===== src/rtl/mpu_pkg.sv =====
// Shared types and constants for the memory protection controller.
// Region records, permission bit positions, fault codes and FSM encoding.
package mpu_pkg;

  typedef enum logic [1:0] {
    ST_IDLE   = 2'd0,
    ST_CHECK  = 2'd1,
    ST_ACCESS = 2'd2,
    ST_DONE   = 2'd3
  } state_e;

  localparam int PERM_R = 0;
  localparam int PERM_W = 1;
  localparam int PERM_X = 2;

  localparam logic [1:0] FAULT_NONE  = 2'd0;
  localparam logic [1:0] FAULT_READ  = 2'd1;
  localparam logic [1:0] FAULT_WRITE = 2'd2;
  localparam logic [1:0] FAULT_EXEC  = 2'd3;

  typedef struct packed {
    logic [31:0] base;
    logic [31:0] limit;
    logic [2:0]  perm;
  } region_t;

  // Fetch outranks write, write outranks read.
  function automatic logic [2:0] req_perm_mask(input logic instr, input logic [3:0] wstrb);
    logic [2:0] mask;
    mask = '0;
    if (instr)       mask[PERM_X] = 1'b1;
    else if (|wstrb) mask[PERM_W] = 1'b1;
    else             mask[PERM_R] = 1'b1;
    return mask;
  endfunction

  function automatic logic [1:0] fault_code(input logic instr, input logic [3:0] wstrb);
    if (instr)       return FAULT_EXEC;
    else if (|wstrb) return FAULT_WRITE;
    else             return FAULT_READ;
  endfunction

endpackage


===== src/rtl/mpu_region_match.sv =====
// Combinational region comparator array.
// Reports whether any enabled region covers the address and the perms of the lowest-index hit.
module mpu_region_match
  import mpu_pkg::*;
#(
  parameter int NREGION = 4
) (
  input  region_t     regions_i [NREGION],
  input  logic [31:0] addr_i,
  output logic        hit_o,
  output logic [2:0]  perm_o
);

  always_comb begin
    hit_o  = 1'b0;
    perm_o = '0;
    // Walk downwards so the lowest matching index is the last writer.
    for (int i = NREGION - 1; i >= 0; i--) begin
      if ((regions_i[i].perm != 3'b000) &&
          (regions_i[i].base <= addr_i) &&
          (addr_i <= regions_i[i].limit)) begin
        hit_o  = 1'b1;
        perm_o = regions_i[i].perm;
      end
    end
  end

endmodule


===== src/rtl/mem_mpu_ctrl.sv =====
// Protection front-end between the picorv32 native bus and the word-array memory.
// state  | meaning
// IDLE   | waiting for mem_valid; request latched on acceptance
// CHECK  | range + region permission evaluation of the latched request
// ACCESS | single-cycle drive of the memory pins (m_wen live only here)
// DONE   | mem_ready pulse; fault_valid pulse when the access was denied
module mem_mpu_ctrl
  import mpu_pkg::*;
#(
  parameter  int NREGION   = 4,
  parameter  int MEM_WORDS = 1024,
  localparam int IDXW      = (NREGION > 1) ? $clog2(NREGION) : 1
) (
  input  logic            clk,
  input  logic            rst,
  input  logic            mem_valid,
  input  logic            mem_instr,
  input  logic [31:0]     mem_addr,
  input  logic [31:0]     mem_wdata,
  input  logic [3:0]      mem_wstrb,
  output logic            mem_ready,
  output logic [31:0]     mem_rdata,
  input  logic            mpu_en,
  input  logic            cfg_we,
  input  logic [IDXW-1:0] cfg_idx,
  input  logic [31:0]     cfg_base,
  input  logic [31:0]     cfg_limit,
  input  logic [2:0]      cfg_perm,
  input  logic            cfg_lock,
  output logic            m_is_inst,
  output logic [3:0]      m_wen,
  output logic [21:0]     m_addr,
  output logic [31:0]     m_wdata,
  input  logic [31:0]     m_rdata,
  output logic            fault_valid,
  output logic [31:0]     fault_addr,
  output logic [1:0]      fault_type,
  output logic [15:0]     fault_count
);

  localparam logic [31:0] MEM_WORDS_W = 32'(MEM_WORDS);

  region_t     regions_q [NREGION];
  logic        lock_q;

  state_e      state_q;
  logic [31:0] addr_q;
  logic [31:0] wdata_q;
  logic [3:0]  wstrb_q;
  logic        instr_q;

  logic        m_is_inst_q;
  logic [3:0]  m_wen_q;
  logic [21:0] m_addr_q;
  logic [31:0] m_wdata_q;
  logic        ready_q;
  logic        rd_ok_q;
  logic        fault_valid_q;
  logic [31:0] fault_addr_q;
  logic [1:0]  fault_type_q;
  logic [15:0] fault_count_q;
  logic [15:0] fault_count_d;

  logic        hit;
  logic [2:0]  hit_perm;
  logic        in_range;
  logic        allow;

  always_ff @(posedge clk or posedge rst) begin
    if (rst) begin
      for (int i = 0; i < NREGION; i++) regions_q[i] <= '0;
      lock_q <= 1'b0;
    end else begin
      // Write and lock in the same cycle: the write still lands.
      if (cfg_we && !lock_q) begin
        for (int i = 0; i < NREGION; i++) begin
          if (cfg_idx == IDXW'(i)) begin
            regions_q[i] <= '{base: cfg_base, limit: cfg_limit, perm: cfg_perm};
          end
        end
      end
      if (cfg_lock) lock_q <= 1'b1;
    end
  end

  mpu_region_match #(
    .NREGION (NREGION)
  ) u_match (
    .regions_i (regions_q),
    .addr_i    (addr_q),
    .hit_o     (hit),
    .perm_o    (hit_perm)
  );

  assign in_range      = {2'b00, addr_q[31:2]} < MEM_WORDS_W;
  assign allow         = in_range &&
                         (!mpu_en || (hit && |(req_perm_mask(instr_q, wstrb_q) & hit_perm)));
  assign fault_count_d = (fault_count_q == 16'hFFFF) ? fault_count_q : fault_count_q + 16'd1;

  always_ff @(posedge clk or posedge rst) begin
    if (rst) begin
      state_q       <= ST_IDLE;
      addr_q        <= '0;
      wdata_q       <= '0;
      wstrb_q       <= '0;
      instr_q       <= 1'b0;
      m_is_inst_q   <= 1'b0;
      m_wen_q       <= '0;
      m_addr_q      <= '0;
      m_wdata_q     <= '0;
      ready_q       <= 1'b0;
      rd_ok_q       <= 1'b0;
      fault_valid_q <= 1'b0;
      fault_addr_q  <= '0;
      fault_type_q  <= FAULT_NONE;
      fault_count_q <= '0;
    end else begin
      case (state_q)
        ST_IDLE: begin
          ready_q       <= 1'b0;
          rd_ok_q       <= 1'b0;
          fault_valid_q <= 1'b0;
          if (mem_valid) begin
            addr_q  <= mem_addr;
            wdata_q <= mem_wdata;
            wstrb_q <= mem_wstrb;
            instr_q <= mem_instr;
            state_q <= ST_CHECK;
          end
        end
        ST_CHECK: begin
          if (allow) begin
            m_addr_q    <= addr_q[23:2];
            m_wdata_q   <= wdata_q;
            m_is_inst_q <= instr_q;
            m_wen_q     <= wstrb_q;
            state_q     <= ST_ACCESS;
          end else begin
            ready_q       <= 1'b1;
            fault_valid_q <= 1'b1;
            fault_addr_q  <= addr_q;
            fault_type_q  <= fault_code(instr_q, wstrb_q);
            fault_count_q <= fault_count_d;
            state_q       <= ST_DONE;
          end
        end
        ST_ACCESS: begin
          m_wen_q     <= '0;
          m_is_inst_q <= 1'b0;
          ready_q     <= 1'b1;
          rd_ok_q     <= (wstrb_q == 4'b0000);
          state_q     <= ST_DONE;
        end
        ST_DONE: begin
          // mem_valid is deliberately not sampled here.
          ready_q       <= 1'b0;
          rd_ok_q       <= 1'b0;
          fault_valid_q <= 1'b0;
          state_q       <= ST_IDLE;
        end
        default: state_q <= ST_IDLE;
      endcase
    end
  end

  // Memory read data is registered inside the memory, so it is valid during DONE.
  assign mem_rdata   = rd_ok_q ? m_rdata : '0;
  assign mem_ready   = ready_q;
  assign m_is_inst   = m_is_inst_q;
  assign m_wen       = m_wen_q;
  assign m_addr      = m_addr_q;
  assign m_wdata     = m_wdata_q;
  assign fault_valid = fault_valid_q;
  assign fault_addr  = fault_addr_q;
  assign fault_type  = fault_type_q;
  assign fault_count = fault_count_q;

endmodule


===== config.mk =====
export PLATFORM = sky130hd
export DESIGN_NAME = mem_mpu_ctrl
export DESIGN_NICKNAME = d
export VERILOG_FILES = /design/src/rtl/mpu_pkg.sv /design/src/rtl/mpu_region_match.sv /design/src/rtl/mem_mpu_ctrl.sv
export SDC_FILE = /design/constraint.sdc
export NUM_CORES = 1
export LEC_CHECK = 0
export ABC_AREA = 1
export CAP_MARGIN = 5
export CORE_ASPECT_RATIO = 1.75
export CORE_MARGIN = 8
export CORE_UTILIZATION = 56
export CTS_CLUSTER_DIAMETER = 60
export DETAILED_ROUTE_END_ITERATION = 16
export PLACE_DENSITY = 0.81
export SYNTH_ARGS = -nofsm -noshare
export SYNTH_HDL_FRONTEND = slang
export SYNTH_SLANG_ARGS = --single-unit
export TNS_END_PERCENT = 10

===== constraint.sdc =====
create_clock -name clk -period 17.8 [get_ports clk]
set_input_delay 3.56 -clock clk [delete_from_list [all_inputs] [get_ports clk]]
set_output_delay 3.56 -clock clk [all_outputs]
set_load 0.03 [all_outputs]

==> results by group, run 1 <==
GRT
  – Number of antenna violations at the first check in global routing: 5
  – Global-route wire length before repair: 109000 um
  – Remaining global-route overflow: 0
  – GRT Util Overall: 0.283
  – Pin count of the biggest net entering global routing: 188
  – Vias in the first global route: 20300

Synthesis
  – Most area-hungry cell type in the Yosys netlist: sky130_fd_sc_hd__dfrtp_1
  – Top cells by area in the synthesized netlist: sky130_fd_sc_hd__dfrtp_1 (48%), sky130_fd_sc_hd__ha_1 (14%), sky130_fd_sc_hd__nand2_1 (12%)
  – Post-Syn Area per Cell: 8.66 um^2
  – Count of distinct cell types in the synthesized netlist: 35
  – Syn. warnings: 0
  – Dominant register cell in the synthesized netlist: sky130_fd_sc_hd__dfrtp_1
  – Synthesized netlist net count: 3160
  – Async S/R FF share, synth: 1.00
  – Fraction of synthesized cell area taken by the top area cell type: 0.480
  – Cells after synthesis: 2722
  – Number of flops mapped to enable cells by yosys: 0
  – Most frequent cells after synthesis: sky130_fd_sc_hd__nand2_1 (758), sky130_fd_sc_hd__dfrtp_1 (452), sky130_fd_sc_hd__inv_1 (349)
  – Share of the yosys chip area belonging to registers: 0.480
  – Most repeated cell in the gate-level netlist after synthesis: sky130_fd_sc_hd__nand2_1
  – Area of the mapped netlist: between 20000 and 25000 um^2
  – Total of flip-flops plus latches after synthesis: 452

Clocking
  – Clock buffer count from CTS: 42
  – CTS-repair resized insts: 0
  – Clock tree buffer depth: 3
  – Number of clock sinks: roughly 450
  – Postcts setup bufs: 0
  – Count of hold-fix buffers inserted at cts: 0
  – Clock Latency Late Sink: 0.58 ns
  – Root cell of the clock tree: sky130_fd_sc_hd__clkbuf_16
  – CTS tree: yes
  – Level count of the clock H-tree: 2
  – CTS clock-pin slew for the worst setup and hold paths: 0.06 ns

Layout
  – Number of nets at the end of the flow: 3438
  – Post-layout instance area: 28700 um^2
  – Synthesis-to-finish area growth: 21.6%
  – Final Core Density: 0.688
  – Share of final-layout standard cells stronger than drive strength 1: 0.0455
  – Final-layout fill cell count: approximately 3300

STA
  – Setup TNS: 0 ns
  – Worst Tran Pin Value: 1.22 ns
  – Normalized max-slew margin: 0.187
  – Final worst path period share: 0.477
  – Final Hold Viols: 0
  – Skew final: 0.0226 ns
  – RSZ-0062 raised after global routing: no
  – Fin. max-slew vios: 0
  – Worst Hold Margin: around 0.46 ns
  – Endpoints failing setup: 0
  – Maximum achievable frequency: ~0.12 GHz
  – Minimum setup slack in the final design: 9.31 ns
  – Post-route minimum period: between 8 and 9 ns

Detailed routing
  – Vias per inst: 5.47
  – Total routed wirelength: 69800 um
  – Total iterations of the first detailed-routing run: 8
  – Number of violations reported at the end of detailed-routing iteration 0: 1608
  – Remaining antenna violation count after routing: 0
  – Total number of vias: between 15000 and 20000
  – Post-detailed-route wirelength per cell: roughly 20 um
  – Remaining design rule violation count: 0

Outcome
  – Outcome: complete, no violations

Floorplan
  – Starting density of the core: 0.566
  – Core region area: approximately 42000 um^2
  – Die H: 287 um
  – Placement row count: 99
  – Die Area: 49200 um^2
  – Die X: approximately 170 um
  – Top Ports: 319

Critical path
  – Largest stage delay, worst path: 0.68 ns
  – Crit-path max FO: 1
  – Instance count on the critical path: 4
  – Critical path cell sequence: clkdlybuf4s50_1 -> nand2_1 -> inv_1 -> clkdlybuf4s50_1
  – WP data required: 14.24 ns
  – Cell family with most CP delay: buffers and inverters
  – Bufs and invs on worst path: 3
  – Crit path kind: in -> out
  – R2R depth: 18
  – Crit path DAT: 4.93 ns
  – Slowest library cell on the worst path: sky130_fd_sc_hd__clkdlybuf4s50_1
  – Most numerous cell on the critical path: sky130_fd_sc_hd__clkdlybuf4s50_1
  – Element type at the critical path start: primary input
  – Type of destination of the critical path: output pin

Power
  – Leakage power figure: 0.0144 uW
  – Peak ir drop on the vdd network: ~0.11 mV
  – Pwr dens: 126 nW/um^2

Flow run
  – Maxcap violations: 0

Place
  – Post-placement cell area: 27200 um^2
  – RePlAce Congestion: 0.927
  – Port-buffer cells: around 320
  – Post-Place Worst Slack: 9.32 ns
  – Detailed-placement wirelength estimate: 51600 um

Hold path
  – Cell count of the worst hold path: 2
  – Type of the most critical hold path: reg -> reg
==> per-stage QoR <==
step | total power [uW] | cells
after floorplan | 2150 | 2722
after global placement | 2600 | 3511
after detailed placement | 2650 | 3511
after CTS | 3610 | 3588
after global routing | 3820 | 3592
final | 3600 | 3593
==> worst reg2reg max path: stages, from the launching register on <==
cell and delay (ns):
sky130_fd_sc_hd__dfrtp_1 0.44, sky130_fd_sc_hd__inv_1 0.49, sky130_fd_sc_hd__ha_1 0.38, sky130_fd_sc_hd__a21oi_1 0.15, sky130_fd_sc_hd__o21ai_0 0.09, sky130_fd_sc_hd__a21oi_1 0.30, sky130_fd_sc_hd__nand2_1 0.10, sky130_fd_sc_hd__nand2_1 0.07
sky130_fd_sc_hd__nand2_1 0.05, sky130_fd_sc_hd__nand2_1 0.15, sky130_fd_sc_hd__nand3_2 0.15, sky130_fd_sc_hd__o21a_1 0.20, sky130_fd_sc_hd__nand2_1 0.10, sky130_fd_sc_hd__nand4_4 0.10, sky130_fd_sc_hd__nand3_2 0.08, sky130_fd_sc_hd__buf_4 0.60
sky130_fd_sc_hd__inv_2 0.52, sky130_fd_sc_hd__nand2_1 0.22, sky130_fd_sc_hd__nand2_1 0.06
==> state kept, by name (all words and copies together), names as in the netlist, 16 cells and up <==
name,cells
addr_q,32
wdata_q,32
regions_q,268
fault_addr,32
fault_count,16
m_wdata,32
m_addr,22
==> per-layer routing <==
layer / vias to the layer above / global-route usage / share of wire
met4: 0 / 0.171 / 0.066
li1: 9398 / - / -
met3: 212 / 0.0466 / 0.053
met5: - / 0 / 0
met1: 9426 / 0.316 / 0.37
met2: 632 / 0.498 / 0.51
==> final cells by class <==
| type | instances | area [um^2] | area share |
|---|---|---|---|
| Inverter | 350 | 1320 | 0.0461 |
| Antenna cell | 5 | 12.5 | 0.000437 |
| Tap cell | 555 | 694 | 0.0242 |
| Clock inverter | 12 | 176 | 0.00616 |
| Sequential cell | 452 | 11300 | 0.395 |
| Multi-Input combinational cell | 1827 | 10600 | 0.370 |
| Timing Repair Buffer | 327 | 3260 | 0.114 |
| Clock buffer | 65 | 1270 | 0.0442 |
==> path summary, 6_finish.rpt <==
path	startpoint	end	slack [ns]
max in group asynchronous	rst	fault_count[5]	11.84
worst max-delay path	m_rdata[25]	mem_rdata[25]	9.31
worst min register to register	wdata_q[29]	m_wdata[29]	0.46
min in group asynchronous	rst	regions_q[249]	3.56
worst min-delay path	wdata_q[29]	m_wdata[29]	0.46
worst max register to register	addr_q[9]	m_wdata[0]	13.45
==> cell usage in the layout (no fill, tap or decap), types with 8 or more instances in the layout <==
cell and n:
sky130_fd_sc_hd__o21ai_0 332, sky130_fd_sc_hd__clkbuf_16 42, sky130_fd_sc_hd__o21a_1 13, sky130_fd_sc_hd__a21oi_1 154, sky130_fd_sc_hd__nor4_1 11, sky130_fd_sc_hd__nand3_1 33
sky130_fd_sc_hd__nor2_1 109, sky130_fd_sc_hd__dfrtp_1 452, sky130_fd_sc_hd__buf_4 8, sky130_fd_sc_hd__clkbuf_8 13, sky130_fd_sc_hd__inv_1 348, sky130_fd_sc_hd__mux2_2 36
sky130_fd_sc_hd__nand4_1 46, sky130_fd_sc_hd__ha_1 262, sky130_fd_sc_hd__clkdlybuf4s50_1 318, sky130_fd_sc_hd__o21ai_1 9, sky130_fd_sc_hd__xor2_1 10, sky130_fd_sc_hd__nor3_1 13
sky130_fd_sc_hd__clkbuf_1 10, sky130_fd_sc_hd__nand2_1 755
==> power by group <==
group	internal (uW)	total, uW	switching [uW]
Combinational	491	1290	803
Clock	539	948	409
Sequential	1190	1360	165
Total	2220	3600	1380
==> logic make-up after synthesis <==
| kind of cell | after synthesis | synth area share |
|---|---|---|
| compound gates | 524 | 0.115 |
| xor+xnor | 14 | 0.00520 |
| mux | 36 | 0.0172 |
| fa+ha+maj | 262 | 0.139 |
| buf+inv | 443 | 0.0718 |
| flops | 452 | 0.480 |
| simple gates | 991 | 0.172 |
No activity file was read; power rests on OpenSTA's default activity.
==> run 2, diff against run 1 <==
Settings changed: CORE_UTILIZATION 56 to 50, PLACE_DENSITY 0.81 to 0.77.
Clock period 17.8 ns to 7.5 ns, I/O delays scaled along.
==> run 2 against run 1 <==
Compared with the run above:
- setup slack got worse by 6.2 ns
- via count decreased by 0.60%
- critical path type is now reg -> reg
- non-clock buffer count increased by 1
- final area about the same
- utilization decreased by 7.6 points
- sequential share of layout area about the same
- cell count increased by 0.81%
- hold slack got worse by 0.0026 ns
- register-to-register slack got worse by 10 ns
- power increased by 140%
==> results by group, run 2 (synthesized netlist as in run 1, its figures left out) <==
STA
  – Post-route minimum period: 4.37 ns
  – Fin. max-slew vios: 0
  – Minimum setup slack in the final design: 3.13 ns
  – Skew final: roughly 0.033 ns
  – RSZ-0062 raised after global routing: no
  – Worst Tran Pin Value: 1.20 ns
  – Maximum achievable frequency: ~0.23 GHz
  – Endpoints failing setup: 0
  – Final worst path period share: 0.582
  – Normalized max-slew margin: 0.203
  – Final Hold Viols: 0

Power
  – Combinational share of power: 0.362
  – Total net switching power: 3280 uW
  – Internal power: 5190 uW
  – Clk network pwr share: 0.257
  – Pwr dens: slightly below 300 nW/um^2
  – Fraction of power spent switching nets: 0.388
  – Sequential group share of total power: 0.382
  – Leakage power figure: 0.0144 uW
  – Peak ir drop on the vdd network: 0.202 mV

Layout
  – Number of nets at the end of the flow: 3439
  – Final-layout fill cell count: 3947
  – FF/Latch Area: about 11000 um^2
  – Combined area of the multi-input logic cells: 10600 um^2
  – Commonest non-fill, non-tap cell in the layout: sky130_fd_sc_hd__nand2_1
  – Share of final-layout standard cells stronger than drive strength 1: 0.0452
  – Synthesis-to-finish area growth: 21.6%
  – Most frequent cells in the layout: sky130_fd_sc_hd__nand2_1 (755), sky130_fd_sc_hd__dfrtp_1 (452), sky130_fd_sc_hd__inv_1 (348)
  – Register bank with the most flops: regions_q
  – Final cell count without fillers: around 3600
  – Flip-flop count of the largest register after layout: 268

Clocking
  – Count of hold-fix buffers inserted at cts: 0
  – Clock tree buffer depth: 3
  – Number of clock sinks: roughly 450
  – CTS tree: yes
  – CTS-repair resized insts: 0
  – Level count of the clock H-tree: 2
  – Clock buffer count from CTS: 42
  – CTS clock-pin slew for the worst setup and hold paths: 0.07 ns
  – Clock Latency Late Sink: 0.59 ns
  – Postcts setup bufs: 0
  – Root cell of the clock tree: sky130_fd_sc_hd__clkbuf_16

Hold path
  – Type of the most critical hold path: reg -> reg
  – Endpoint, Worst Hold: m_wdata[15]
  – Origin of the worst min-delay path: wdata_q[15]
  – Cell count of the worst hold path: 2

Detailed routing
  – Total iterations of the first detailed-routing run: 5
  – Total number of vias: 19600
  – Total routed wirelength: 70500 um
  – Remaining design rule violation count: 0
  – Vias per inst: between 5 and 6
  – Remaining antenna violation count after routing: 0
  – Number of violations reported at the end of detailed-routing iteration 0: 1530
  – Post-detailed-route wirelength per cell: 19.5 um

Place
  – Detailed-placement wirelength estimate: between 50000 and 60000 um
  – Number of placed instances with taps included: between 3000 and 4000
  – RePlAce Congestion: slightly above 0.9
  – Post-Place Worst Slack: a little over 3 ns
  – Port-buffer cells: 318

GRT
  – GRT Util Overall: 0.253
  – Number of antenna violations at the first check in global routing: 7
  – Pin count of the biggest net entering global routing: 193
  – Remaining global-route overflow: 0
  – Vias in the first global route: 20000
  – Global-route wire length before repair: 109000 um

Critical path
  – R2r startpoint: addr_q[23]
  – Largest stage delay, worst path: around 0.57 ns
  – R2R depth: 19
  – Crit path DAT: 4.86 ns
  – Most numerous cell on the critical path: sky130_fd_sc_hd__nand2_1
  – Type of destination of the critical path: flip-flop
  – Slowest library cell on the worst path: sky130_fd_sc_hd__buf_4
  – WP data required: 7.99 ns
  – Element type at the critical path start: flip-flop
  – Crit Reg-Reg Endpoint: mem_ready
  – Crit path kind: reg -> reg
  – Critical path cell sequence: inv_1 -> ha_1 -> nand2_1 -> nor2_1 -> nand4_1 -> nor3_1 -> nand2_1 -> nand2_1 -> nand2_1 -> nand3_2 -> nand2_1 -> inv_1 -> nand2_1 -> nand2_1 -> nand4_4 -> nand3_2 -> buf_4 -> inv_2 -> o21ai_0
  – Reg2Reg Setup Slack: 3.13 ns
  – Crit-path max FO: 72

Floorplan
  – Top Ports: 319
  – Starting density of the core: 0.504
  – Placement row count: around 110
  – Die X: 180 um
  – Die H: a little over 300 um
  – Core region area: between 40000 and 50000 um^2
  – Die Area: 54600 um^2

Flow run
  – Maxcap violations: 0

Outcome
  – Outcome: complete, no violations
run 2: metal layers:
layer	GRT usage	vias to the layer above	routed length (um)
met5	0	-	13
met2	0.457	597	36600
li1	-	9391	-
met3	0.0345	177	3160
met4	0.161	2	4530
met1	0.280	9383	26200
run 2: worst max-delay path by stage:
stage / startpoint / to / slack [ns] / cells after the start
after floorplan: rst / addr_q[0] / -0.11 / 1
final: addr_q[23] / mem_ready / 3.13 / 19
after global routing: addr_q[29] / mem_ready / 2.86 / 17
after global placement: m_rdata[11] / mem_rdata[11] / 3.17 / 4
after CTS: m_rdata[25] / mem_rdata[25] / 3.16 / 4
after detailed placement: cfg_we / regions_q[73] / 3.07 / 7
run 2: stage by stage:
| step | area, um^2 | utilization | setup TNS, ns | hold WS (ns) | power [uW] |
|---|---|---|---|---|---|
| after floorplan | 23600 | - | -51.12 | 0.436 | 5110 |
| after global placement | 27300 | 0.583 | 0 | 0.443 | 6170 |
| after detailed placement | 27300 | 0.583 | 0 | 0.449 | 6320 |
| after CTS | 28600 | 0.612 | 0 | 0.463 | 8510 |
| after global routing | 28700 | 0.613 | 0 | 0.475 | 9010 |
| final | 28700 | 0.613 | 0 | 0.460 | 8470 |
run 2: power by group through the flow:
stage	clock network (uW)	logic, uW	registers (uW)
2_1_floorplan	0	1790	3330
3_3_place_gp	0	2930	3240
3_5_place_dp	0	3050	3260
4_1_cts	2210	3080	3230
5_1_grt	2300	3440	3270
6_report	2170	3060	3230
run 2: critical path, delay by kind of cell, from the launching register on:
kind	cells	cell delay, ns
adders and majority gates	1	0.38
buffers and inverters	4	1.38
DFF	1	0.56
AOI/OAI and AO/OA	1	0.29
and+or+nand+nor	13	1.57
run 2: final cells by class:
class | instances | area share
Tap cell | 588 | 0.0257
Sequential cell | 452 | 0.395
Inverter | 350 | 0.0460
Clock inverter | 15 | 0.00703
Clock buffer | 56 | 0.0413
Multi-Input combinational cell | 1827 | 0.370
Antenna cell | 6 | 0.000524
Timing Repair Buffer | 328 | 0.115
==> run 3, diff against run 2 <==
Settings changed: CORE_UTILIZATION 50 to 56, PLACE_DENSITY 0.77 to 0.81.
Clock period 7.5 ns to 4.3 ns, I/O delays scaled along.
==> run 3 against run 2 <==
Compared with the run above:
- flip-flop and latch count is the same
- maximum frequency grew 18%
- first-iteration DRC count grew 3.5%
- die area shrank 10%
- clock skew shrank 0.011 ns
- clock power grew 79%
- cell count shrank 0.44%
- largest cell class unchanged
- largest power group unchanged
- global-route usage grew 4.4 points
- power grew 77%
- non-clock buffer count grew 16
- sequential power grew 76%
==> results by group, run 3 (synthesized netlist as in run 1, its figures left out) <==
Clocking
  – CTS clock-pin slew for the worst setup and hold paths: 0.07 ns
  – Clock buffer count from CTS: 42
  – Number of clock sinks: 452
  – Clock Latency Late Sink: roughly 0.58 ns
  – Root cell of the clock tree: sky130_fd_sc_hd__clkbuf_16
  – Clock tree buffer depth: 3
  – Postcts setup bufs: 0
  – Count of hold-fix buffers inserted at cts: 0
  – CTS tree: yes
  – CTS-repair resized insts: 0
  – Level count of the clock H-tree: 2

Layout
  – Final cell count without fillers: 3606
  – Flip-flop count of the largest register after layout: 268
  – Final Core Density: 0.693
  – Number of nets at the end of the flow: 3455
  – Share of final-layout standard cells stronger than drive strength 1: 0.0512
  – Post-layout instance area: 28800 um^2
  – Commonest non-fill, non-tap cell in the layout: sky130_fd_sc_hd__nand2_1
  – Synthesis-to-finish area growth: 22.4%
  – Register bank with the most flops: regions_q
  – Most frequent cells in the layout: sky130_fd_sc_hd__nand2_1 (755), sky130_fd_sc_hd__dfrtp_1 (452), sky130_fd_sc_hd__inv_1 (348)

Critical path
  – Crit Reg-Reg Endpoint: m_wdata[5]
  – Bufs and invs on worst path: 3
  – Critical path cell sequence: inv_1 -> ha_1 -> nand2_1 -> nor2_1 -> nand2_1 -> nor4_2 -> nand4_1 -> nand2_1 -> nand3_1 -> nand2_1 -> nand3_1 -> nand2_1 -> nand2_1 -> nand4_4 -> nand3_2 -> inv_2 -> buf_4 -> nand2_1 -> nand2_1
  – Slowest library cell on the worst path: sky130_fd_sc_hd__dfrtp_1
  – R2r startpoint: addr_q[27]
  – Largest stage delay, worst path: between 0.5 and 0.6 ns
  – R2R depth: 19
  – WP data required: 4.81 ns
  – Crit path kind: reg -> reg
  – Reg2Reg Setup Slack: 0.59 ns
  – Timing startpoint of the critical path: addr_q[27]
  – Cell family with most CP delay: simple AND/OR/NAND/NOR gates
  – Element type at the critical path start: flip-flop
  – Most numerous cell on the critical path: sky130_fd_sc_hd__nand2_1
  – Crit-path max FO: 16
  – Type of destination of the critical path: flip-flop
  – Crit path DAT: 4.23 ns

Floorplan
  – Placement row count: 99
  – Core region area: 41600 um^2
  – Top Ports: 319
  – Die H: approximately 290 um
  – Die Area: just under 50000 um^2
  – Die X: 171 um
  – Starting density of the core: 0.566

STA
  – Normalized max-slew margin: 0.310
  – Final Hold Viols: 0
  – Endpoints failing setup: 0
  – Fin. max-slew vios: 0
  – Minimum setup slack in the final design: 0.589 ns
  – Post-route minimum period: approximately 3.7 ns
  – Maximum achievable frequency: 0.269 GHz
  – Setup TNS: 0 ns
  – Final worst path period share: 0.863
  – Skew final: 0.0215 ns
  – RSZ-0062 raised after global routing: no
  – Worst Tran Pin Value: 1.04 ns

Place
  – Post-placement cell area: around 27000 um^2
  – RePlAce Congestion: just over 0.9
  – Number of placed instances with taps included: 3528
  – Detailed-placement wirelength estimate: 54200 um
  – Port-buffer cells: around 320
  – Post-Place Worst Slack: 0.557 ns

Power
  – Peak ir drop on the vdd network: 0.450 mV
  – Clk network pwr share: 0.259
  – Combinational share of power: 0.363
  – Pwr dens: 521 nW/um^2
  – Fraction of power spent switching nets: 0.386
  – Internal power: 9210 uW
  – Leakage power figure: 0.0145 uW
  – Total net switching power: 5800 uW
  – Sequential group share of total power: 0.378

Detailed routing
  – Remaining antenna violation count after routing: 0
  – Total iterations of the first detailed-routing run: 6
  – Vias per inst: 5.51
  – Total routed wirelength: 72300 um
  – Number of violations reported at the end of detailed-routing iteration 0: 1584
  – Remaining design rule violation count: 0
  – Post-detailed-route wirelength per cell: 20.1 um
  – Total number of vias: 19900

GRT
  – Remaining global-route overflow: 0
  – Number of antenna violations at the first check in global routing: 3
  – Pin count of the biggest net entering global routing: 135
  – Global-route wire length before repair: 114000 um
  – GRT Util Overall: 0.297
  – Vias in the first global route: approximately 21000

Hold path
  – Endpoint, Worst Hold: m_wdata[21]
  – Cell count of the worst hold path: 2
  – Origin of the worst min-delay path: wdata_q[21]
  – Type of the most critical hold path: reg -> reg

Flow run
  – Maxcap violations: 0

Outcome
  – Outcome: complete, no violations
run 3: how the worst max path moves through the flow:
stage,endpoint,slack (ns),cells after the start
2_1_floorplan,addr_q[0],-2.67,1
3_3_place_gp,m_wdata[5],0.65,19
5_1_grt,m_wdata[5],0.24,19
4_1_cts,m_wdata[5],0.56,19
6_report,m_wdata[5],0.59,19
3_5_place_dp,m_wdata[5],0.56,19
run 3: routing by layer:
layer / part of all wire / vias to the layer above / global-route usage
li1: - / 9426 / -
met1: 0.37 / 9572 / 0.339
met2: 0.51 / 671 / 0.517
met3: 0.052 / 213 / 0.0441
met4: 0.065 / 0 / 0.180
met5: 0 / - / 0
run 3: cell type report:
type | instances | area, um^2
timing repair buffer | 344 | 3470
tap | 555 | 694
multi-input combinational | 1827 | 10600
fill | 3255 | 12800
sequential | 452 | 11300
inverter | 350 | 1320
clock inverter | 15 | 200
clock buffer | 59 | 1220
antenna | 4 | 10.0
run 3: per-stage QoR:
step	power [uW]	hold slack, ns
global route	15900	0.483
finish	15000	0.462
detailed placement	11100	0.454
global placement	10900	0.448
CTS	15000	0.469
floorplan	8920	0.436
run 3: worst reg2reg max path: cells and delay by family (launching register included):
family	cells	cell delay, ns
buf+inv	3	0.82
fa+ha+maj	1	0.36
simple gates	15	1.91
flops	1	0.57
run 3: power by group through the flow:
| stage | Combinational (uW) | Clock (uW) | Sequential (uW) |
|---|---|---|---|
| floorplan | 3110 | 0 | 5800 |
| global placement | 5180 | 0 | 5700 |
| detailed placement | 5410 | 0 | 5730 |
| CTS | 5450 | 3930 | 5660 |
| global route | 6090 | 4100 | 5750 |
| finish | 5450 | 3880 | 5680 |
